## src/rtl/spi_link_scheduler_if.sv

```systemverilog
// Bundles the client-side request/response signals and the serial-link pins of one scheduler.
// Latency: none, wiring only.
// Backpressure: req is a level held by the client until its grant pulse; no other flow control.
interface spi_link_scheduler_if #(
    parameter int NUM_REQ = 4,
    parameter int DATA_W  = 8
);
    logic [NUM_REQ-1:0]        req;
    logic [NUM_REQ*DATA_W-1:0] req_data;
    logic [NUM_REQ-1:0]        grant;
    logic [NUM_REQ-1:0]        done;
    logic [DATA_W-1:0]         rx_data;
    logic                      busy;
    logic                      ss;
    logic                      sclk;
    logic                      MOSI;
    logic                      MISO;

    // Scheduler side: drives grants, completion and the link pins.
    modport master (
        input  req, req_data, MISO,
        output grant, done, rx_data, busy, ss, sclk, MOSI
    );

    // Client / link-partner side.
    modport slave (
        output req, req_data, MISO,
        input  grant, done, rx_data, busy, ss, sclk, MOSI
    );
endinterface

```

## src/rtl/spi_link_scheduler.sv

```systemverilog
// Round-robin scheduler sharing one mode-0 serial master link between NUM_REQ clients.
// Latency: grant on the first IDLE edge with req high; done 2*CLK_DIV*DATA_W cycles after grant.
// Backpressure: req must be held until grant; requests wait while a frame or inter-frame gap runs.
module spi_link_scheduler #(
    parameter int NUM_REQ = 4,
    parameter int DATA_W  = 8,
    parameter int CLK_DIV = 2,
    parameter int GAP     = 2
) (
    input  logic                 clk,
    input  logic                 rst,
    spi_link_scheduler_if.master bus
);
    localparam int IW    = (NUM_REQ > 1) ? $clog2(NUM_REQ) : 1;
    localparam int BIT_W = (DATA_W > 1) ? $clog2(DATA_W) : 1;
    localparam int DIV_W = (CLK_DIV > 1) ? $clog2(CLK_DIV) : 1;
    localparam int GAP_W = (GAP > 1) ? $clog2(GAP) : 1;

    localparam logic [IW-1:0]    LAST_REQ = IW'(NUM_REQ - 1);
    localparam logic [BIT_W-1:0] LAST_BIT = BIT_W'(DATA_W - 1);
    localparam logic [DIV_W-1:0] LAST_DIV = DIV_W'(CLK_DIV - 1);
    localparam logic [GAP_W-1:0] LAST_GAP = GAP_W'((GAP > 0) ? GAP - 1 : 0);

    typedef enum logic [1:0] {
        ST_IDLE,
        ST_SHIFT,
        ST_GAP
    } state_t;

    state_t            state;
    logic [IW-1:0]     ptr;
    logic [IW-1:0]     owner;
    logic [BIT_W-1:0]  bit_cnt;
    logic [DIV_W-1:0]  div_cnt;
    logic [GAP_W-1:0]  gap_cnt;
    logic [DATA_W-2:0] tx_rest;   // bits still to send after the one on MOSI
    logic [DATA_W-1:0] rx_shift;

    logic              win_vld;
    logic [IW-1:0]     win_idx;
    logic [IW-1:0]     cand_idx;
    logic [DATA_W-1:0] win_word;
    int                cand;

    // Pick the first requester at or above ptr (wrapping) and select its data word.
    always_comb begin
        win_vld  = 1'b0;
        win_idx  = '0;
        cand     = 0;
        cand_idx = '0;
        win_word = '0;
        for (int i = 0; i < NUM_REQ; i++) begin
            cand = int'(ptr) + i;
            if (cand >= NUM_REQ) begin
                cand = cand - NUM_REQ;
            end
            cand_idx = IW'(cand);
            if (!win_vld && bus.req[cand_idx]) begin
                win_vld = 1'b1;
                win_idx = cand_idx;
            end
        end
        for (int i = 0; i < NUM_REQ; i++) begin
            if (win_idx == IW'(i)) begin
                win_word = bus.req_data[i*DATA_W +: DATA_W];
            end
        end
    end

    // Link FSM: arbitrate in IDLE, shift one full-duplex frame, then hold ss low for the gap.
    always_ff @(posedge clk) begin
        if (rst) begin
            state        <= ST_IDLE;
            ptr          <= '0;
            owner        <= '0;
            bit_cnt      <= '0;
            div_cnt      <= '0;
            gap_cnt      <= '0;
            tx_rest      <= '0;
            rx_shift     <= '0;
            bus.grant    <= '0;
            bus.done     <= '0;
            bus.rx_data  <= '0;
            bus.busy     <= 1'b0;
            bus.ss       <= 1'b0;
            bus.sclk     <= 1'b0;
            bus.MOSI     <= 1'b0;
        end else begin
            bus.grant <= '0;
            bus.done  <= '0;
            case (state)
                ST_IDLE: begin
                    if (win_vld) begin
                        bus.grant[win_idx] <= 1'b1;
                        owner              <= win_idx;
                        tx_rest            <= win_word[DATA_W-2:0];
                        bus.MOSI           <= win_word[DATA_W-1];
                        bus.ss             <= 1'b1;
                        bus.sclk           <= 1'b0;
                        bus.busy           <= 1'b1;
                        bit_cnt            <= '0;
                        div_cnt            <= '0;
                        ptr                <= (win_idx == LAST_REQ) ? '0 : win_idx + 1'b1;
                        state              <= ST_SHIFT;
                    end
                end
                ST_SHIFT: begin
                    if (div_cnt == LAST_DIV) begin
                        div_cnt <= '0;
                        if (!bus.sclk) begin
                            // Rising sclk: partner data has been stable for a full low phase.
                            bus.sclk <= 1'b1;
                            rx_shift <= {rx_shift[DATA_W-2:0], bus.MISO};
                        end else if (bit_cnt == LAST_BIT) begin
                            // Last falling sclk closes the frame and releases the link.
                            bus.sclk        <= 1'b0;
                            bus.ss          <= 1'b0;
                            bus.MOSI        <= 1'b0;
                            bus.done[owner] <= 1'b1;
                            bus.rx_data     <= rx_shift;
                            gap_cnt         <= '0;
                            if (GAP == 0) begin
                                bus.busy <= 1'b0;
                                state    <= ST_IDLE;
                            end else begin
                                state    <= ST_GAP;
                            end
                        end else begin
                            bus.sclk <= 1'b0;
                            bus.MOSI <= tx_rest[DATA_W-2];
                            tx_rest  <= tx_rest << 1;
                            bit_cnt  <= bit_cnt + 1'b1;
                        end
                    end else begin
                        div_cnt <= div_cnt + 1'b1;
                    end
                end
                ST_GAP: begin
                    if (gap_cnt == LAST_GAP) begin
                        bus.busy <= 1'b0;
                        state    <= ST_IDLE;
                    end else begin
                        gap_cnt <= gap_cnt + 1'b1;
                    end
                end
                default: begin
                    state <= ST_IDLE;
                end
            endcase
        end
    end
endmodule

```

## src/flat_wrapper.sv

```systemverilog
// flat-port wrapper written by rule: the top's interface ports become plain ports
module spi_link_scheduler_flat 
#(
    parameter int NUM_REQ = 4,
    parameter int DATA_W  = 8,
    parameter int CLK_DIV = 2,
    parameter int GAP     = 2
)
  (clk, rst, bus_req, bus_req_data, bus_MISO, bus_grant, bus_done, bus_rx_data, bus_busy, bus_ss, bus_sclk, bus_MOSI);
  spi_link_scheduler_if #(.NUM_REQ(NUM_REQ), .DATA_W(DATA_W)) bus_i ();
  input  logic clk;
  input  logic rst;
  input wire logic [$bits(bus_i.req)-1:0] bus_req;
  input wire logic [$bits(bus_i.req_data)-1:0] bus_req_data;
  input wire logic [$bits(bus_i.MISO)-1:0] bus_MISO;
  output wire logic [$bits(bus_i.grant)-1:0] bus_grant;
  output wire logic [$bits(bus_i.done)-1:0] bus_done;
  output wire logic [$bits(bus_i.rx_data)-1:0] bus_rx_data;
  output wire logic [$bits(bus_i.busy)-1:0] bus_busy;
  output wire logic [$bits(bus_i.ss)-1:0] bus_ss;
  output wire logic [$bits(bus_i.sclk)-1:0] bus_sclk;
  output wire logic [$bits(bus_i.MOSI)-1:0] bus_MOSI;
  assign bus_i.req = bus_req;
  assign bus_i.req_data = bus_req_data;
  assign bus_i.MISO = bus_MISO;
  assign bus_grant = bus_i.grant;
  assign bus_done = bus_i.done;
  assign bus_rx_data = bus_i.rx_data;
  assign bus_busy = bus_i.busy;
  assign bus_ss = bus_i.ss;
  assign bus_sclk = bus_i.sclk;
  assign bus_MOSI = bus_i.MOSI;
  spi_link_scheduler #(.NUM_REQ(NUM_REQ), .DATA_W(DATA_W), .CLK_DIV(CLK_DIV), .GAP(GAP)) u_core (.clk(clk), .rst(rst), .bus(bus_i));
endmodule
```

## config.mk

```make
export PLATFORM = sky130hd
export DESIGN_NAME = spi_link_scheduler_flat
export DESIGN_NICKNAME = d
export VERILOG_FILES = /design/src/rtl/spi_link_scheduler_if.sv /design/src/rtl/spi_link_scheduler.sv /design/src/flat_wrapper.sv
export SDC_FILE = /design/constraint.sdc
export NUM_CORES = 1
export LEC_CHECK = 0
export CORE_ASPECT_RATIO = 2
export CORE_MARGIN = 2
export CORE_UTILIZATION = 45
export DETAILED_ROUTE_END_ITERATION = 16
export PLACE_DENSITY_LB_ADDON = 0.2
export SETUP_SLACK_MARGIN = 0.5
export SLEW_MARGIN = 10
export SYNTH_ARGS = -nofsm -noshare
export SYNTH_HDL_FRONTEND = slang
export SYNTH_SLANG_ARGS = --single-unit
```

## constraint.sdc

```tcl
create_clock -name clk -period 5.5 [get_ports clk]
set_clock_uncertainty 0.05 [all_clocks]
set_input_delay 1.1 -clock clk [delete_from_list [all_inputs] [get_ports clk]]
set_output_delay 1.1 -clock clk [all_outputs]
set_load 0.02 [all_outputs]
```

# Word-level counts from Yosys, hierarchy flattened
# Index checks and enable logic that the tools add are counted.
op_classes:
  n_lt_le_gt_ge: 12
  eq_ne: 12
  reduce_logical: 26
  n_mux: 65
  bitwise_logic: 6
  n_addsub: 11
ops:
  columns: ["op", "count"]
  rows:
  - ["8-bit 2-to-1 mux", 4]
  - ["2-bit 2-to-1 mux", 14]
  - ["7-bit 2-to-1 mux", 4]
  - ["1-bit 2-to-1 mux", 24]
  - ["2-bit by 3-bit < comparator with 1-bit output, second input constant", 6]
  - ["5-bit AND reduction", 3]
  - ["7-bit case mux with 2 select lines", 1]
  - ["3-bit 2-to-1 mux", 4]
  - ["1-bit case mux with 2 select lines", 6]
  - ["4-bit AND reduction", 3]
  - ["2-bit by 1-bit inequality test with 1-bit output, second input constant", 5]
  - ["3-bit >= comparator, second input constant", 3]
  - ["3-bit AND reduction", 3]
  - ["1-bit binary-select mux with 2-bit select", 4]
  - ["2-bit by 1-bit subtractor with 2-bit output, second input constant", 4]
  - ["2-bit by 2-bit adder with 3-bit output, second input constant", 2]
  - ["2-bit equality test, second input constant", 3]
  - ["1-bit NOT", 6]
  - ["2-bit case mux with 3 select lines", 1]
  - ["3-bit case mux with 2 select lines", 1]
  - ["2-bit nonzero test", 3]
  - ["1-bit logical AND", 5]
  - ["5-bit OR reduction", 1]
  - ["1-bit demux with 2-bit select", 2]
  - ["other kinds (13)", 20]
word_totals:
  out_inout_bits: 20
  reg_bits: 46
  word_cells: 147
  inputBits: 39

# Logic depth before layout (Yosys ltp)
# Gate-level depths: netlist of the first run.
logic_depth:
  depth_word: 21
  mapped_depth: 10
  depth_no_buf: 9

# Least setup slack after synthesis of the first run
# Ideal clock, no wire load.
synth_path:
  path_kind: "input port to flip-flop"
  from: "input bus_req[2]"
  to: "register u_core.tx_rest[5]"
  setup_time_ps: 129
  stages: 9
  n_path_buf: 1
  setup_slack_ps: 2509
  required_time_ps: 5321
  arrival_time_ps: 2812
  cell_sequence: "nor2b_1 a21o_1 a211o_1 ha_1 nor2b_1 clkbuf_1 a221o_1 a221oi_1 o32ai_1"
synth_between:
  elab_chain_cells: 19
  word_cells_on_any_way: 34
  classes_between: "eq/ne (4); mux (22); reduce/logical (8)"
synth_rtl:
  columns: ["item", "line", "source"]
  rows:
  - ["start, declared", "flat_wrapper.sv:13", "input wire logic [$bits(bus_i.req)-1:0] bus_req;"]
  - ["1-bit binary-select mux with 2-bit select", "spi_link_scheduler.sv:58", "if (!win_vld && bus.req[cand_idx]) begin"]
  - ["1-bit 2-to-1 mux (not written as such)", "spi_link_scheduler.sv:58", null]
  - ["1-bit 2-to-1 mux", "spi_link_scheduler.sv:58", null]
  - ["1-bit zero test", "spi_link_scheduler.sv:58", null]
  - ["1-bit logical AND", "spi_link_scheduler.sv:58", null]
  - ["1-bit 2-to-1 mux", "spi_link_scheduler.sv:58", null]
  - ["1-bit zero test", "spi_link_scheduler.sv:58", null]
  - ["1-bit logical AND", "spi_link_scheduler.sv:58", null]
  - ["1-bit 2-to-1 mux", "spi_link_scheduler.sv:58", null]
  - ["1-bit zero test", "spi_link_scheduler.sv:58", null]
  - ["1-bit logical AND", "spi_link_scheduler.sv:58", null]
  - ["2-bit 2-to-1 mux", "spi_link_scheduler.sv:58", null]
  - ["2-bit zero test", "spi_link_scheduler.sv:64", "if (win_idx == IW'(i)) begin"]
  - ["8-bit 2-to-1 mux (4 in a row)", "spi_link_scheduler.sv:64", null]
  - ["7-bit 2-to-1 mux", "spi_link_scheduler.sv:93", "if (win_vld) begin"]
  - ["7-bit case mux with 2 select lines", "spi_link_scheduler.sv:91", "case (state)"]
  - ["end signal, assigned", "spi_link_scheduler.sv:96", "tx_rest <= win_word[DATA_W-2:0];"]
  - ["end signal, assigned", "spi_link_scheduler.sv:131", "tx_rest <= tx_rest << 1;"]
  - ["end, declared", "spi_link_scheduler.sv:36", "logic [DATA_W-2:0] tx_rest;"]
# Parallel ways exist; a longest one is shown, timed or not. The select of a mux whose other input is x is not followed.
# A chain may end at the register's enable or synchronous reset.

# Worst setup path after layout of the first run
layout_path:
  from: "input bus_req[2]"
  to: "register u_core.bus.MOSI"
layout_between:
  elab_chain_cells: 19
  word_cells_on_any_way: 34
  classes_between: "eq/ne (4); mux (22); reduce/logical (8)"
layout_rtl:
  columns: ["item", "line", "source"]
  rows:
  - ["1-bit binary-select mux with 2-bit select", "spi_link_scheduler.sv:58", null]
  - ["1-bit 2-to-1 mux (not written as such)", "spi_link_scheduler.sv:58", null]
  - ["1-bit 2-to-1 mux", "spi_link_scheduler.sv:58", null]
  - ["1-bit zero test", "spi_link_scheduler.sv:58", null]
  - ["1-bit logical AND", "spi_link_scheduler.sv:58", null]
  - ["1-bit 2-to-1 mux", "spi_link_scheduler.sv:58", null]
  - ["1-bit zero test", "spi_link_scheduler.sv:58", null]
  - ["1-bit logical AND", "spi_link_scheduler.sv:58", null]
  - ["[... 2 more ...]", null, null]
  - ["1-bit logical AND", "spi_link_scheduler.sv:58", null]
  - ["2-bit 2-to-1 mux (*)", "spi_link_scheduler.sv:58", null]
  - ["via u_core.win_idx[0]", "spi_link_scheduler.sv:40", "logic [IW-1:0] win_idx;"]
  - ["2-bit zero test", "spi_link_scheduler.sv:64", null]
  - ["8-bit 2-to-1 mux (3 in a row)", "spi_link_scheduler.sv:64", null]
  - ["8-bit 2-to-1 mux (*)", "spi_link_scheduler.sv:64", null]
  - ["1-bit 2-to-1 mux (*)", "spi_link_scheduler.sv:93", null]
  - ["1-bit case mux with 2 select lines (*)", "spi_link_scheduler.sv:91", null]
  - ["end signal, assigned", "spi_link_scheduler.sv:97", "bus.MOSI <= win_word[DATA_W-1];"]
  - ["end signal, assigned", "spi_link_scheduler.sv:130", "bus.MOSI <= tx_rest[DATA_W-2];"]
  - ["end, declared", "spi_link_scheduler_if.sv:22", "output grant, done, rx_data, busy, ss, sclk, MOSI"]
# The timed path passes the listed nets; every way through them passes the cells marked *. The select of a mux whose other input is x is not followed.

==> impl_metrics.py, run 1 <==
metrics = {
    "run_status": {
        "status": "finished, final reports clean",
    },
    "yosys": {
        "yosys_warnings": 0,
        "syn_area_per_cell_um2": 8.87,
        "synthCells": 246,
        "yosysSeqAreaShare_pct": 42.2,
        "synth_cell_types": 41,
        "syn-cell-area_um2": 2180,
        "syn_nets": 291,
        "synth_seq_cells": 46,
    },
    "timing": {
        "post-route-period-util_pct": 66.0,
        "min_period_ns": 3.63,
        "holdWs_ns": 0.410,
        "finalSetupViolations": 0,
        "slew_headroom_pct": 61.6,
        "tns_ns": 0,
        "slew_violations": 0,
        "worstMarginPinSlew_ns": 0.576,
        "fmax_mhz": 276,
        "final-hold-violation-count": 0,
        "rsz0062_at_grt": "false",
    },
    "worst_setup_path": {
        "cp.required_ns": 5.65,
        "crit_top_cell": "nor2b_1",
        "crit_fanout": 11,
        "endpoint": "u_core.bus.MOSI",
        "timing.rr.end": "u_core.tx_rest[1]",
        "crit_path_start_kind": "primary input",
        "cp_cell_sequence": "clkdlybuf4s50_1, nor2b_1, a21o_1, a211o_1, inv_1, ha_1, nor2b_1, a221o_1, a221oi_1, o41ai_1",
        "ff2ff_path_depth": 9,
        "r2r_setup_slack_ns": 2.89,
        "cp_data_arrival_time_ns": 3.78,
        "cpPeakStageDelay_ns": 0.55,
        "rr_startpoint": "u_core.ptr[0]",
        "slowest_stage": "clkdlybuf4s50_1",
        "endpoint_kind": "flip-flop",
        "critPathKind": "primary input to flip-flop",
        "startpoint": "bus_req[2]",
    },
    "clock_tree": {
        "postCtsHoldBufs": 0,
        "clk_pin_slew_ns": 0.08,
        "cts-resized-gates": 0,
        "cts_setup_buffers": 0,
        "cts_root_buf": "clkbuf_8",
        "numCtsBuffers": 5,
        "clkLatencyLatePin_ns": 0.29,
        "cts_buffer_depth": 2,
        "htree_levels": 2,
        "cts_tree": "yes",
        "cts.sinks": 46,
    },
    "final_layout": {
        "multi_input_area_um2": 1110,
        "n_antenna_cell": 0,
        "syn_to_final_growth_pct": 31.0,
        "regArea_um2": 921,
        "drive_gt1_share_pct": 5.41,
        "n_fill_cell": 423,
        "final_cell_mix": "clkdlybuf4s50_1 (58), dfxtp_1 (46), nor2_1 (30), inv_1 (22), a21oi_1 (20)",
        "nets": 340,
        "layout_commonest_cell": "clkdlybuf4s50_1",
        "final_area_um2": 2860,
    },
    "routing": {
        "via_per_inst": 5.33,
        "totalWireLength_um": 5120,
        "vias": 1872,
        "drc": 0,
        "firstDrtPassIters": 4,
        "ant_nets": 0,
        "wl_per_cell_um": 14.6,
        "drtIter0Drc": 21,
    },
    "placement": {
        "portBuffers": 58,
        "place_area_um2": 2770,
        "hpwlAfterDp_um": 3880,
        "gp_congestion": 0.776,
    },
    "floorplanning": {
        "die_h_um": 102,
        "ios": 59,
        "row_count": 35,
        "dieWidth_um": 53.2,
        "coreArea_um2": 4640,
        "die_area_um2": 5450,
        "initial_utilization_pct": 47.0,
    },
    "global_route": {
        "track_usage_pct": 20.0,
        "grt_max_degree": 36,
        "grt_pass1_wl_um": 8130,
        "first_global_vias": 1786,
        "grt-ovfl-total": 0,
        "antenna_found_initial": 0,
    },
    "run": {
        "maxCapViolCount": 0,
    },
    "pwr": {
        "p_int_uw": 522,
        "p_leak_uw": 0.00114,
        "p_switching_uw": 189,
        "clockPowerShare_pct": 29.0,
        "seqPwrFrac_pct": 50.2,
        "ir_worst_vdd_v": 0.000190,
        "p_per_area_nw_per_um2": 249,
        "combinationalPowerShare_pct": 20.8,
        "netSwitchingFraction_pct": 26.6,
    },
    "worst_hold_path": {
        "min_path_type": "flip-flop to flip-flop",
        "whs_path_depth": 2,
    },
}
==> stage by stage <==
stage | setup WS [ns] | cells | util (%) | power [uW]
6_report | 1.87 | 351 | 61.6 | 711
5_1_grt | 1.69 | 351 | 61.6 | 753
4_1_cts | 1.90 | 351 | 61.6 | 723
3_5_place_dp | 1.58 | 343 | 59.6 | 513
3_3_place_gp | 1.67 | 343 | 59.6 | 511
2_1_floorplan | 2.51 | 246 | - | 456
==> power groups by stage <==
stage	Combinational (uW)	Sequential, uW	Clock [uW]
6_report	148	357	207
4_1_cts	149	357	217
5_1_grt	164	359	230
3_5_place_dp	148	365	0
2_1_floorplan	90.3	365	0
3_3_place_gp	146	365	0
==> metal layers <==
| metal | global-route usage [%] | vias up | part of all wire [%] |
|---|---|---|---|
| met5 | 0 | - | 0 |
| met4 | 9.07 | 0 | 2.4 |
| met3 | 3.51 | 11 | 5.8 |
| met2 | 38.4 | 61 | 55 |
| met1 | 19.4 | 836 | 37 |
| li1 | - | 964 | - |
==> cell type report <==
type,count,area share [%]
Multi-Input combinational cell,161,38.7
Sequential cell,46,32.2
Timing Repair Buffer,59,20.6
Clock buffer,7,3.02
Inverter,22,2.89
Tap cell,55,2.41
Clock inverter,1,0.175
==> worst max-delay path: cells and delay by family <==
| kind | cells | cell delay, ns |
|---|---|---|
| and+or+nand+nor | 2 | 0.75 |
| adders and majority gates | 1 | 0.34 |
| AOI/OAI and AO/OA | 5 | 0.93 |
| buffers and inverters | 2 | 0.65 |
==> flip-flops by register name (all words and copies together) (netlist names) <==
name / cells
u_core.bus.rx_data: 8
u_core.rx_shift: 8
u_core.tx_rest: 7
u_core.bus.done: 4
u_core.bus.grant: 4
u_core.bit_cnt: 3
u_core.owner: 2
u_core.ptr: 2
u_core.state: 2
u_core.bus.MOSI: 1
u_core.bus.busy: 1
u_core.bus.sclk: 1
u_core.bus.ss: 1
u_core.div_cnt: 1
u_core.gap_cnt: 1
==> synthesized netlist by cell type <==
| master | number | area share (%) |
|---|---|---|
| o31ai_1 | 2 | 0.69 |
| nor4b_1 | 1 | 0.40 |
| nor4b_2 | 2 | 1.4 |
| a211o_1 | 1 | 0.40 |
| nor3_1 | 2 | 0.46 |
| xnor2_1 | 1 | 0.40 |
| o32ai_1 | 6 | 2.4 |
| buf_2 | 6 | 1.4 |
| nand4_2 | 1 | 0.57 |
| a221o_1 | 6 | 2.8 |
| and4_1 | 1 | 0.40 |
| clkbuf_1 | 9 | 1.5 |
| nand4_1 | 1 | 0.29 |
| dfxtp_1 | 46 | 42 |
| o21ai_0 | 7 | 1.6 |
| a21oi_1 | 20 | 4.6 |
| nand3_1 | 3 | 0.69 |
| o21a_1 | 2 | 0.69 |
| o21ai_1 | 4 | 0.92 |
| o311a_1 | 1 | 0.46 |
| buf_1 | 2 | 0.34 |
| nor2_1 | 30 | 5.2 |
| a221oi_1 | 8 | 3.2 |
| nor2b_1 | 3 | 0.86 |
| ha_1 | 6 | 3.4 |
| and2_1 | 6 | 1.7 |
| o2bb2ai_1 | 1 | 0.40 |
| nor2_4 | 1 | 0.52 |
| or4_1 | 1 | 0.34 |
| nor4_1 | 2 | 0.57 |
| mux2i_1 | 16 | 7.3 |
| and2b_1 | 1 | 0.34 |
| inv_1 | 22 | 3.8 |
| nand2b_1 | 6 | 1.7 |
| a2bb2oi_2 | 1 | 0.69 |
| nor4_4 | 1 | 0.98 |
| or3_1 | 2 | 0.57 |
| nand2_1 | 10 | 1.7 |
| a21o_1 | 2 | 0.69 |
| nor3_2 | 2 | 0.92 |
| o41ai_1 | 1 | 0.40 |
==> worst min-delay path by stage <==
stage	start	slack, ns	end
global placement	u_core.tx_rest[2]	0.39	u_core.tx_rest[2]
detailed placement	u_core.tx_rest[5]	0.40	u_core.tx_rest[5]
CTS	u_core.tx_rest[2]	0.41	u_core.tx_rest[2]
finish	u_core.tx_rest[2]	0.41	u_core.tx_rest[2]
global route	u_core.tx_rest[5]	0.45	u_core.tx_rest[5]
floorplan	u_core.tx_rest[0]	0.37	u_core.tx_rest[0]
==> cell families after synthesis <==
| kind of cell | share of synthesized area, % |
|---|---|
| AND/OR/NAND/NOR | 19.6 |
| AO/OA/AOI/OAI | 19.9 |
| flip-flops | 42.2 |
| buffers and inverters | 7.06 |
| multiplexers | 7.34 |
| adder cells (fa/ha/maj) | 3.44 |
| XOR/XNOR | 0.402 |
No activity file was read; power rests on OpenSTA's default activity.
==> inputs of run 2 (changes only) <==
- clock period: 5.5 -> 3.41 ns (I/O delays scaled with it)
==> impl_metrics.py, run 2 (synthesis gave the netlist of run 1 again) <==
metrics = {
    "worst_setup_path": {
        "ff2ff_path_depth": 10,
        "crit_fanout": 7,
        "endpoint_kind": "flip-flop",
        "cp_num_buf_inv": 3,
        "crit_path_start_kind": "primary input",
        "cp_data_arrival_time_ns": 2.88,
        "critPathKind": "primary input to flip-flop",
        "cp.required_ns": 3.54,
        "timing.rr.end": "u_core.tx_rest[5]",
        "slowest_stage": "clkdlybuf4s50_1",
        "cp_top_family": "compound AO/OA/AOI/OAI gates",
        "rr_startpoint": "u_core.ptr[0]",
        "cpPeakStageDelay_ns": 0.47,
        "cp_cell_sequence": "clkdlybuf4s50_1, nand2b_1, a21oi_1, a211o_1, inv_1, ha_1, nor2b_1, buf_4, a221o_1, a221oi_1, o32ai_1",
        "r2r_setup_slack_ns": 1.06,
    },
    "placement": {
        "place_area_um2": 2810,
        "hpwlAfterDp_um": 4160,
        "gp_congestion": 0.841,
        "portBuffers": 58,
        "dp_slack_ns": 0.116,
    },
    "final_layout": {
        "nets": 346,
        "drive_gt1_share_pct": 8.61,
        "final_area_um2": 2930,
        "reg_top3": "u_core.bus.rx_data (8), u_core.rx_shift (8), u_core.tx_rest (7)",
        "syn_to_final_growth_pct": 34.2,
        "n_antenna_cell": 0,
        "final_cell_mix": "clkdlybuf4s50_1 (55), dfxtp_1 (46), nor2_1 (30), inv_1 (22), a21oi_1 (20)",
        "layout_commonest_cell": "clkdlybuf4s50_1",
    },
    "pwr": {
        "ir_worst_vdd_v": 0.000388,
        "p_leak_uw": 0.00120,
        "p_per_area_nw_per_um2": 401,
    },
    "clock_tree": {
        "cts_root_buf": "clkbuf_8",
        "cts_tree": "yes",
        "numCtsBuffers": 5,
        "cts_buffer_depth": 2,
        "cts_setup_buffers": 0,
        "clk_pin_slew_ns": 0.07,
        "clkLatencyLatePin_ns": 0.30,
        "htree_levels": 2,
        "cts.sinks": 46,
    },
    "global_route": {
        "antenna_found_initial": 0,
        "first_global_vias": 1983,
        "track_usage_pct": 21.7,
        "grt_max_degree": 35,
        "grt-ovfl-total": 0,
        "grt_pass1_wl_um": 8710,
    },
    "routing": {
        "drc": 0,
        "vias": 1949,
        "wl_per_cell_um": 15.3,
        "ant_nets": 0,
        "drtIter0Drc": 37,
        "via_per_inst": 5.46,
        "totalWireLength_um": 5450,
        "firstDrtPassIters": 4,
    },
    "floorplanning": {
        "ios": 59,
        "dieWidth_um": 53.2,
        "die_h_um": 102,
        "initial_utilization_pct": 47.0,
        "die_area_um2": 5450,
        "row_count": 35,
        "coreArea_um2": 4640,
    },
    "timing": {
        "setup_ws_ns": 0.653,
        "final-hold-violation-count": 0,
        "worstMarginPinSlew_ns": 0.549,
        "finalSetupViolations": 0,
        "post-route-period-util_pct": 80.8,
        "slew_headroom_pct": 63.3,
        "rsz0062_at_grt": "false",
        "tns_ns": 0,
        "min_period_ns": 2.76,
        "fmax_mhz": 363,
        "holdWs_ns": 0.409,
        "slew_violations": 0,
    },
    "run": {
        "maxCapViolCount": 0,
    },
    "run_status": {
        "status": "finished, final reports clean",
    },
    "worst_hold_path": {
        "min_path_type": "flip-flop to flip-flop",
        "whs_path_depth": 2,
        "hold_path.startpoint": "u_core.tx_rest[0]",
        "hold_path_end": "u_core.tx_rest[0]",
    },
}
-- run 2: cell types whose count changed in the layout (fill, tap and decap cells not counted) --
cell and change:
buf_4 +6, a221oi_2 +2, ha_2 +1, a221oi_1 -2
ha_1 -1, dlygate4sd2_1 +1, clkdlybuf4s50_1 -3, dlymetal6s2s_1 +2
o31ai_2 +1, o31ai_1 -1
-- run 2: how the worst max path moves through the flow --
stage                          start                end  slack, ns  depth (start not counted)
final                     bus_req[1]  u_core.tx_rest[5]       0.65                         11
after global routing      bus_req[1]  u_core.tx_rest[2]       0.51                         11
after CTS                 bus_req[3]  u_core.tx_rest[6]       0.51                         11
after detailed placement  bus_req[2]    u_core.bus.MOSI       0.12                         11
after global placement    bus_req[2]  u_core.tx_rest[6]       0.20                         10
after floorplan           bus_req[2]  u_core.tx_rest[5]       0.84                          9
-- run 2: layout make-up --
cell class	count	area (um^2)
tap	55	68.8
clock inverter	1	5.00
clock buffer	7	86.3
fill	430	1720
sequential	46	921
timing repair buffer	65	637
inverter	22	82.6
multi-input combinational	161	1130
-- run 2: tightest hold or removal path, cell delays in order, from the launching register on --
cell and delay, ns:
dfxtp_1 0.32, inv_1 0.05, o2bb2ai_1 0.05
-- run 2: power by group --
group / total (uW) / switching (uW) / internal, uW
logic: 258 / 126 / 132
clock network: 340 / 176 / 164
registers: 576 / 17.6 / 558
-- run 2: through the flow --
step | std cells | power (uW) | util (%)
floorplan | 246 | 735 | -
global placement | 349 | 833 | 60.6
detailed placement | 349 | 840 | 60.6
CTS | 357 | 1180 | 62.7
global route | 357 | 1230 | 63.0
finish | 357 | 1170 | 63.0
-- run 2: timing repair --
item	4_1_cts	5_1_grt
gates cloned	0	0
setup endpoints to repair	6	8
resized for setup	3	4
pin swaps	0	0
hold buffers	0	0
-- run 2: routing by layer --
metal / vias to the layer above / track usage (%) / share of wire (%)
met5: - / 0 / 0
met1: 904 / 19.5 / 35
met3: 10 / 4.24 / 5.5
met2: 61 / 42.7 / 56
li1: 974 / - / -
met4: 0 / 10.1 / 2.8
==> inputs of run 3 (changes only) <==
- CORE_UTILIZATION: 45 -> 43
- clock period: 3.41 -> 2.4 ns (I/O delays scaled with it)
==> impl_metrics.py, run 3 (synthesis gave the netlist of run 1 again) <==
metrics = {
    "routing": {
        "drtIter0Drc": 44,
        "wl_per_cell_um": 16.2,
        "totalWireLength_um": 6230,
        "ant_nets": 0,
        "firstDrtPassIters": 4,
        "via_per_inst": 5.43,
        "drc": 0,
        "vias": 2090,
    },
    "pwr": {
        "p_leak_uw": 0.00140,
        "p_per_area_nw_per_um2": 615,
        "ir_worst_vdd_v": 0.000650,
        "post-layout-total-power_uw": 2070,
    },
    "run_status": {
        "status": "finished, final reports clean",
    },
    "floorplanning": {
        "ios": 59,
        "dieWidth_um": 54.4,
        "coreArea_um2": 4860,
        "initial_utilization_pct": 44.8,
        "row_count": 36,
        "die_h_um": 105,
        "die_area_um2": 5690,
    },
    "worst_setup_path": {
        "r2r_setup_slack_ns": 0.17,
        "crit_fanout": 6,
        "cp_data_arrival_time_ns": 2.36,
        "endpoint_kind": "flip-flop",
        "ff2ff_path_depth": 9,
        "crit_path_start_kind": "flip-flop",
        "rr_startpoint": "u_core.ptr[0]",
        "startpoint": "u_core.ptr[0]",
        "cp.required_ns": 2.53,
        "timing.rr.end": "u_core.tx_rest[2]",
        "critPathKind": "flip-flop to flip-flop",
    },
    "worst_hold_path": {
        "hold_path.startpoint": "u_core.tx_rest[0]",
        "min_path_type": "flip-flop to flip-flop",
        "whs_path_depth": 2,
        "hold_path_end": "u_core.tx_rest[0]",
    },
    "timing": {
        "rsz0062_at_grt": "true",
        "fmax_mhz": 448,
        "setup_ws_ns": 0.168,
        "slew_violations": 0,
        "worstMarginPinSlew_ns": 0.340,
        "post-route-period-util_pct": 93.0,
        "min_period_ns": 2.23,
        "slew_headroom_pct": 77.3,
        "finalSetupViolations": 0,
        "final-hold-violation-count": 0,
    },
    "clock_tree": {
        "numCtsBuffers": 5,
        "htree_levels": 2,
        "clkLatencyLatePin_ns": 0.30,
        "cts_root_buf": "clkbuf_8",
        "cts_tree": "yes",
        "cts.sinks": 46,
        "cts_buffer_depth": 2,
        "clk_pin_slew_ns": 0.08,
    },
    "global_route": {
        "antenna_found_initial": 0,
        "grt-ovfl-total": 0,
        "grt_pass1_wl_um": 9520,
        "track_usage_pct": 22.4,
        "first_global_vias": 2115,
        "grt_max_degree": 32,
    },
    "final_layout": {
        "fin_util_pct": 69.2,
        "n_fill_cell": 388,
        "drive_gt1_share_pct": 25.0,
        "n_antenna_cell": 0,
        "layout_commonest_cell": "clkdlybuf4s50_1",
        "nets": 372,
        "final_cell_mix": "clkdlybuf4s50_1 (53), dfxtp_1 (44), nor2_1 (30), buf_4 (28), inv_1 (20)",
        "syn_to_final_growth_pct": 54.3,
        "reg_top3": "u_core.bus.rx_data (8), u_core.rx_shift (8), u_core.tx_rest (7)",
        "final_area_um2": 3360,
    },
    "placement": {
        "gp_congestion": 0.860,
        "place_area_um2": 3020,
        "dp_slack_ns": -0.532,
        "hpwlAfterDp_um": 4430,
        "portBuffers": 58,
    },
    "run": {
        "maxCapViolCount": 0,
    },
}
==> run 3: how the worst max path moves through the flow <==
stage,endpoint,slack [ns]
2_1_floorplan,u_core.tx_rest[1],0.15
3_3_place_gp,u_core.tx_rest[5],-0.41
3_5_place_dp,u_core.tx_rest[5],-0.53
4_1_cts,u_core.tx_rest[1],0.13
5_1_grt,u_core.tx_rest[2],0.12
6_report,u_core.tx_rest[2],0.17
==> run 3: layout make-up <==
cell class	count	area (um^2)	area share (%)
clock buffer	6	82.6	2.45
sequential	46	926	27.5
timing repair buffer	91	842	25.0
tap	57	71.3	2.12
multi-input combinational	161	1300	38.6
clock inverter	2	60.1	1.79
inverter	22	82.6	2.45
==> run 3: metal layers <==
layer	vias to the layer above	GRT usage, %	wire length (um)
met1	974	22.6	2260
met3	12	3.43	319
met2	75	43.0	3540
met5	-	0	0
met4	0	6.61	109
li1	1029	-	-
==> run 3: timing repair <==
item / 4_1_cts / 5_1_grt
hold buffers: 0 / 0
endpoints found under the hold margin: 0 / 0
endpoints found under the setup margin: 27 / 12
gates resized for setup: 39 / 13
buffers inserted: 4 / 1
pin swaps: 8 / 9
==> run 3: critical path, cell delays in order, from the launching register on <==
cell	delay, ns
dfxtp_4	0.38
nor2b_4	0.04
a21o_1	0.16
a211o_4	0.37
ha_4	0.17
nor2b_4	0.12
buf_6	0.12
a221o_1	0.32
a221oi_2	0.25
o32ai_1	0.12
==> run 3: through the flow <==
stage / hold WS, ns / cells / TNS, ns
floorplan: 0.373 / 246 / 0
global placement: 0.383 / 372 / -3.16
detailed placement: 0.390 / 372 / -3.86
CTS: 0.401 / 384 / 0
global route: 0.435 / 385 / 0
finish: 0.407 / 385 / 0
==> run 3: report_power, final <==
part	switching, uW	internal, uW	total, uW
combinational	245	292	538
clock	266	444	710
sequential	29.0	794	823
total	540	1530	2070
==> patch 1: new RTL, config.mk and constraints of run 3 <==
Make the reset (`rst`) asynchronous in one clocked block.
--- a/src/rtl/spi_link_scheduler.sv
+++ b/src/rtl/spi_link_scheduler.sv
@@ -70,3 +70,3 @@
     // Link FSM: arbitrate in IDLE, shift one full-duplex frame, then hold ss low for the gap.
-    always_ff @(posedge clk) begin
+    always_ff @(posedge clk or posedge rst) begin
         if (rst) begin
Formal check against the unedited RTL: differs if rst is asserted again (counterexample within 4 cycles, from zero or initial values and one cycle with rst high); with rst held inactive, the same outputs for 10 cycles.
==> patch 1 against run 3 <==
- synthesized area grew 2.6%
- design area grew 2.3%
- first-iteration DRC count grew 2.3%
- fmax shrank 0.76%
- wire length shrank 6.6%
- sequential cell count is the same
- sequential share of layout area grew 6.0 points
- setup slack lost 0.017 ns
- critical endpoint is now u_core.bus.MOSI
Power is not compared: it rests on default switching activity, and its combinational part moved more than twofold at a synthesized area within 25%.
==> patch 1: results (changes against run 3) <==
Worst hold path
  – End point of the worst hold path: u_core.state[1] (was u_core.tx_rest[0])
  – Hold wc startpoint: u_core.gap_cnt (was u_core.tx_rest[0])

Cells and area
  – Non-clock buffering overhead: 0.249 (was 0.250)
  – Proportion of cell area occupied by multi-input gates: 0.355 (was 0.386)
  – Layout net count: 337 (was 372)
  – Filler cell count in the final layout: 392 (was 388)

Synthesis
  – Most common flop cell mapped by yosys: sky130_fd_sc_hd__dfrtp_1 (was sky130_fd_sc_hd__dfxtp_1)
  – Cell variety after synth: 36 (was 41)
  – Synthesized-area fraction occupied by ao, oa, aoi and oai cells: 0.176 (was 0.199)
  – Proportion of synthesized flip-flops having asynchronous set or reset: 1.00 (was 0)
  – Mapped Nets: 249 (was 291)
  – Post-Synth Adder-Cell Area: 0.0336 (was 0.0344)
  – Synth cell count leaders: sky130_fd_sc_hd__dfrtp_1 (46), sky130_fd_sc_hd__mux2_2 (19), sky130_fd_sc_hd__o21ai_0 (18) (was sky130_fd_sc_hd__dfxtp_1 (46), sky130_fd_sc_hd__nor2_1 (30), sky130_fd_sc_hd__inv_1 (22))

Setup path
  – Worst reg2reg setup slack: 0.15 ns (was 0.17 ns)
  – FF-to-FF path depth: 10 (was 9)
  – Slowest library cell on the worst path: sky130_fd_sc_hd__dfrtp_2 (was sky130_fd_sc_hd__dfxtp_4)
  – Critical register-to-register path startpoint: u_core.ptr[0] (unchanged)
  – WP data arrival: 2.39 ns (was 2.36 ns)

Route
  – Routed length per placed instance: 16.6 um (was 16.2 um)
  – Met2 wire len: 3250 um (was 3540 um)
  – Via count: 1884 (was 2090)

Placed design
  – Instance count after placement with tap cells included: 332 (was 372)
  – Post-Place Setup Slack: -0.529 ns (was -0.532 ns)
  – Post-place instance area: 3080 um^2 (was 3020 um^2)
  – Routability cong.: 0.743 (was 0.860)

Global routing
  – Met1 Usage GRT: 0.204 (was 0.226)

Timing
  – Transition time of the tightest slew-check pin: 0.939 ns (was 0.340 ns)

Status
  – Outcome: finished clean (unchanged)
-- patch 1: timing repair --
item | in CTS | in global routing
gates resized for setup | 27 | 19
pin swaps | 11 | 15
setup buffers | 8 | 1
hold endpoints to repair | 0 | 0
setup endpoints to repair | 21 | 27
gates cloned | 0 | 2
-- patch 1: how the worst max path moves through the flow --
stage | startpoint | end | slack, ns | cells after the start
6_report | u_core.ptr[0] | u_core.bus.MOSI | 0.15 | 10
3_3_place_gp | bus_req[1] | u_core.tx_rest[3] | -0.49 | 11
4_1_cts | u_core.ptr[0] | u_core.tx_rest[3] | 0.10 | 10
3_5_place_dp | bus_req[0] | u_core.tx_rest[3] | -0.53 | 11
5_1_grt | u_core.ptr[0] | u_core.bus.MOSI | 0.04 | 10
2_1_floorplan | bus_req[3] | u_core.tx_rest[1] | 0.07 | 8
==> patch 2: new RTL, settings of run 3 <==
Made on the original files. `GAP` is set to 2 in 2 places; all go to 4.
--- a/src/rtl/spi_link_scheduler.sv
+++ b/src/rtl/spi_link_scheduler.sv
@@ -7,3 +7,3 @@
     parameter int CLK_DIV = 2,
-    parameter int GAP     = 2
+    parameter int GAP     = 4
 ) (
--- a/src/flat_wrapper.sv
+++ b/src/flat_wrapper.sv
@@ -6,3 +6,3 @@
     parameter int CLK_DIV = 2,
-    parameter int GAP     = 2
+    parameter int GAP     = 4
 )
Behaviour: no difference found for any inputs over 10 cycles, from zero or initial values and one cycle with rst high; that may be too few to reach the edited logic, so the function may still have changed.
==> patch 2 against run 3 <==
- hold slack lost 0.0022 ns
- design area down 2.5%
- non-clock buffer count is the same
- total power fell by 3.7%
- wire length down 3.7%
- die area is 1.6% lower
- sequential cell count rose by 1
- synthesized area is 1.7% lower
- setup slack worse by 0.0025 ns
- critical endpoint is now u_core.tx_rest[3]
- highest routed layer unchanged
==> patch 2: results (changes against run 3) <==
Clock network
  – Number of H-tree levels: 2 (unchanged)
  – Bufs on Longest Clock Path: 2 (unchanged)
  – Clock latency of the later-clocked register in the worst-skew pair: 0.29 ns

Setup path
  – Largest stage delay on the critical path: 0.37 ns
  – CP max FO: 7 (was 6)
  – WP data arrival: 2.38 ns (was 2.36 ns)
  – Crit path max-delay family: compound AO/OA/AOI/OAI gates (unchanged)

Synthesis
  – Proportion of synthesized flip-flops having asynchronous set or reset: 0 (unchanged)
  – Cell variety after synth: 42 (was 41)
  – Share of synthesized area occupied by flip-flops and latches: 0.439 (was 0.422)
  – Synth cell count leaders: sky130_fd_sc_hd__dfxtp_1 (47), sky130_fd_sc_hd__nand2_1 (43), sky130_fd_sc_hd__a21oi_1 (40) (was sky130_fd_sc_hd__dfxtp_1 (46), sky130_fd_sc_hd__nor2_1 (30), sky130_fd_sc_hd__inv_1 (22))
  – Multiplexer fraction of the synthesized cell area: 0.00467 (was 0.0734)
  – Synth top area cells: sky130_fd_sc_hd__dfxtp_1 (44%), sky130_fd_sc_hd__a21oi_1 (9.3%), sky130_fd_sc_hd__nand2_1 (7.5%) (was sky130_fd_sc_hd__dfxtp_1 (42%), sky130_fd_sc_hd__mux2i_1 (7.3%), sky130_fd_sc_hd__nor2_1 (5.2%))
  – Gate count of the mapped netlist: 247 (was 246)
  – Post-Synth Adder-Cell Area: 0.0408 (was 0.0344)
  – Count of yosys warnings during synthesis: 0 (unchanged)
  – Post-synthesis share of cell area spent on xor and xnor gates: 0.00408 (was 0.00402)
  – Mapped Nets: 293 (was 291)
  – Synthesized-area fraction occupied by ao, oa, aoi and oai cells: 0.223 (was 0.199)

Route
  – Via/cell ratio: 5.54 (was 5.43)
  – Drt first-iter violations: 31 (was 44)
  – Total Routed Length: 6000 um (was 6230 um)

Global routing
  – Number of global-route vias before repair: 2127 (was 2115)
  – Maximum number of pins on one net before global-route repair: 29 (was 32)
  – First-pass GRT wire length: 9390 um (was 9520 um)
  – Number of antenna violations at the first check in global routing: 0 (unchanged)
  – Global-route usage over all layers: 0.224 (about the same)

Cells and area
  – Layout net count: 377 (was 372)
  – Fraction of final layout cells with drive strength greater than 1: 0.218 (was 0.250)
  – Registers with the highest flip-flop counts: u_core.bus.rx_data (8), u_core.rx_shift (8), u_core.tx_rest (7) (unchanged)
  – Filler cell count in the final layout: 398 (was 388)
  – Inserted Diodes: 0 (unchanged)

Worst hold path
  – Class of the worst hold path: reg2reg (unchanged)

Status
  – Outcome: finished clean (unchanged)

Timing
  – Transition time of the tightest slew-check pin: 0.537 ns (was 0.340 ns)
  – Final Hold Vio Count: 0 (unchanged)

Placed design
  – IO Port Bufs: 58 (unchanged)
  – Routability cong.: 0.755 (was 0.860)
  – Post-place instance area: 2920 um^2 (was 3020 um^2)
  – Post-DP HPWL: 4260 um (was 4430 um)

Power and ir drop
  – Leakage power summed over all cells: 1.26 nW (was 1.40 nW)
  – Peak supply drop: 0.000501 V (was 0.000650 V)
## patch 2: layout make-up
| cell class | count | share of cell area |
|---|---|---|
| tap | 57 | 0.0217 |
| sequential | 47 | 0.288 |
| clock inverter | 1 | 0.00916 |
| timing repair buffer | 91 | 0.266 |
| clock buffer | 6 | 0.0221 |
| inverter | 8 | 0.00916 |
| multi-input combinational | 178 | 0.383 |
## patch 2: routing by layer
layer / GRT usage / up-vias / part of all wire
li1: - / 1044 / -
met1: 0.201 / 1028 / 0.32
met2: 0.436 / 61 / 0.60
met3: 0.0388 / 17 / 0.039
met4: 0.0989 / 0 / 0.037
met5: 0 / - / 0
## patch 2: stage by stage
step	setup WS, ns	total power [W]	std cells	hold slack, ns	util
after floorplan	0.177	0.00111	247	0.382	-
after global placement	-0.540	0.00131	372	0.389	0.607
after detailed placement	-0.556	0.00131	372	0.396	0.607
after CTS	0.275	0.00192	381	0.407	0.651
after global routing	0.0702	0.00208	388	0.422	0.680
final	0.165	0.00199	388	0.405	0.680
## patch 2: final timing paths
check / start / endpoint / slack (ns) / cells after the start
setup reg to reg: u_core.ptr[1] / u_core.tx_rest[3] / 0.17 / 11
hold reg to reg: u_core.bus.rx_data[0] / u_core.bus.rx_data[0] / 0.40 / 2
setup / recovery: u_core.ptr[1] / u_core.tx_rest[3] / 0.17 / 11
hold / removal: u_core.bus.rx_data[0] / u_core.bus.rx_data[0] / 0.40 / 2
## patch 2: timing repair
item                                    CTS  global route
gates resized for setup                  36            14
endpoints found under the setup margin   18            33
setup buffers                             2             6
gates cloned                              0             1
pin swaps                                12             7
## patch 2: where the power goes
group / leakage, nW / internal (W) / switching, W / total [W]
registers: 0.383 / 0.000821 / 0.0000302 / 0.000851
logic: 0.828 / 0.000323 / 0.000265 / 0.000588
clock network: 0.0513 / 0.000305 / 0.000249 / 0.000555
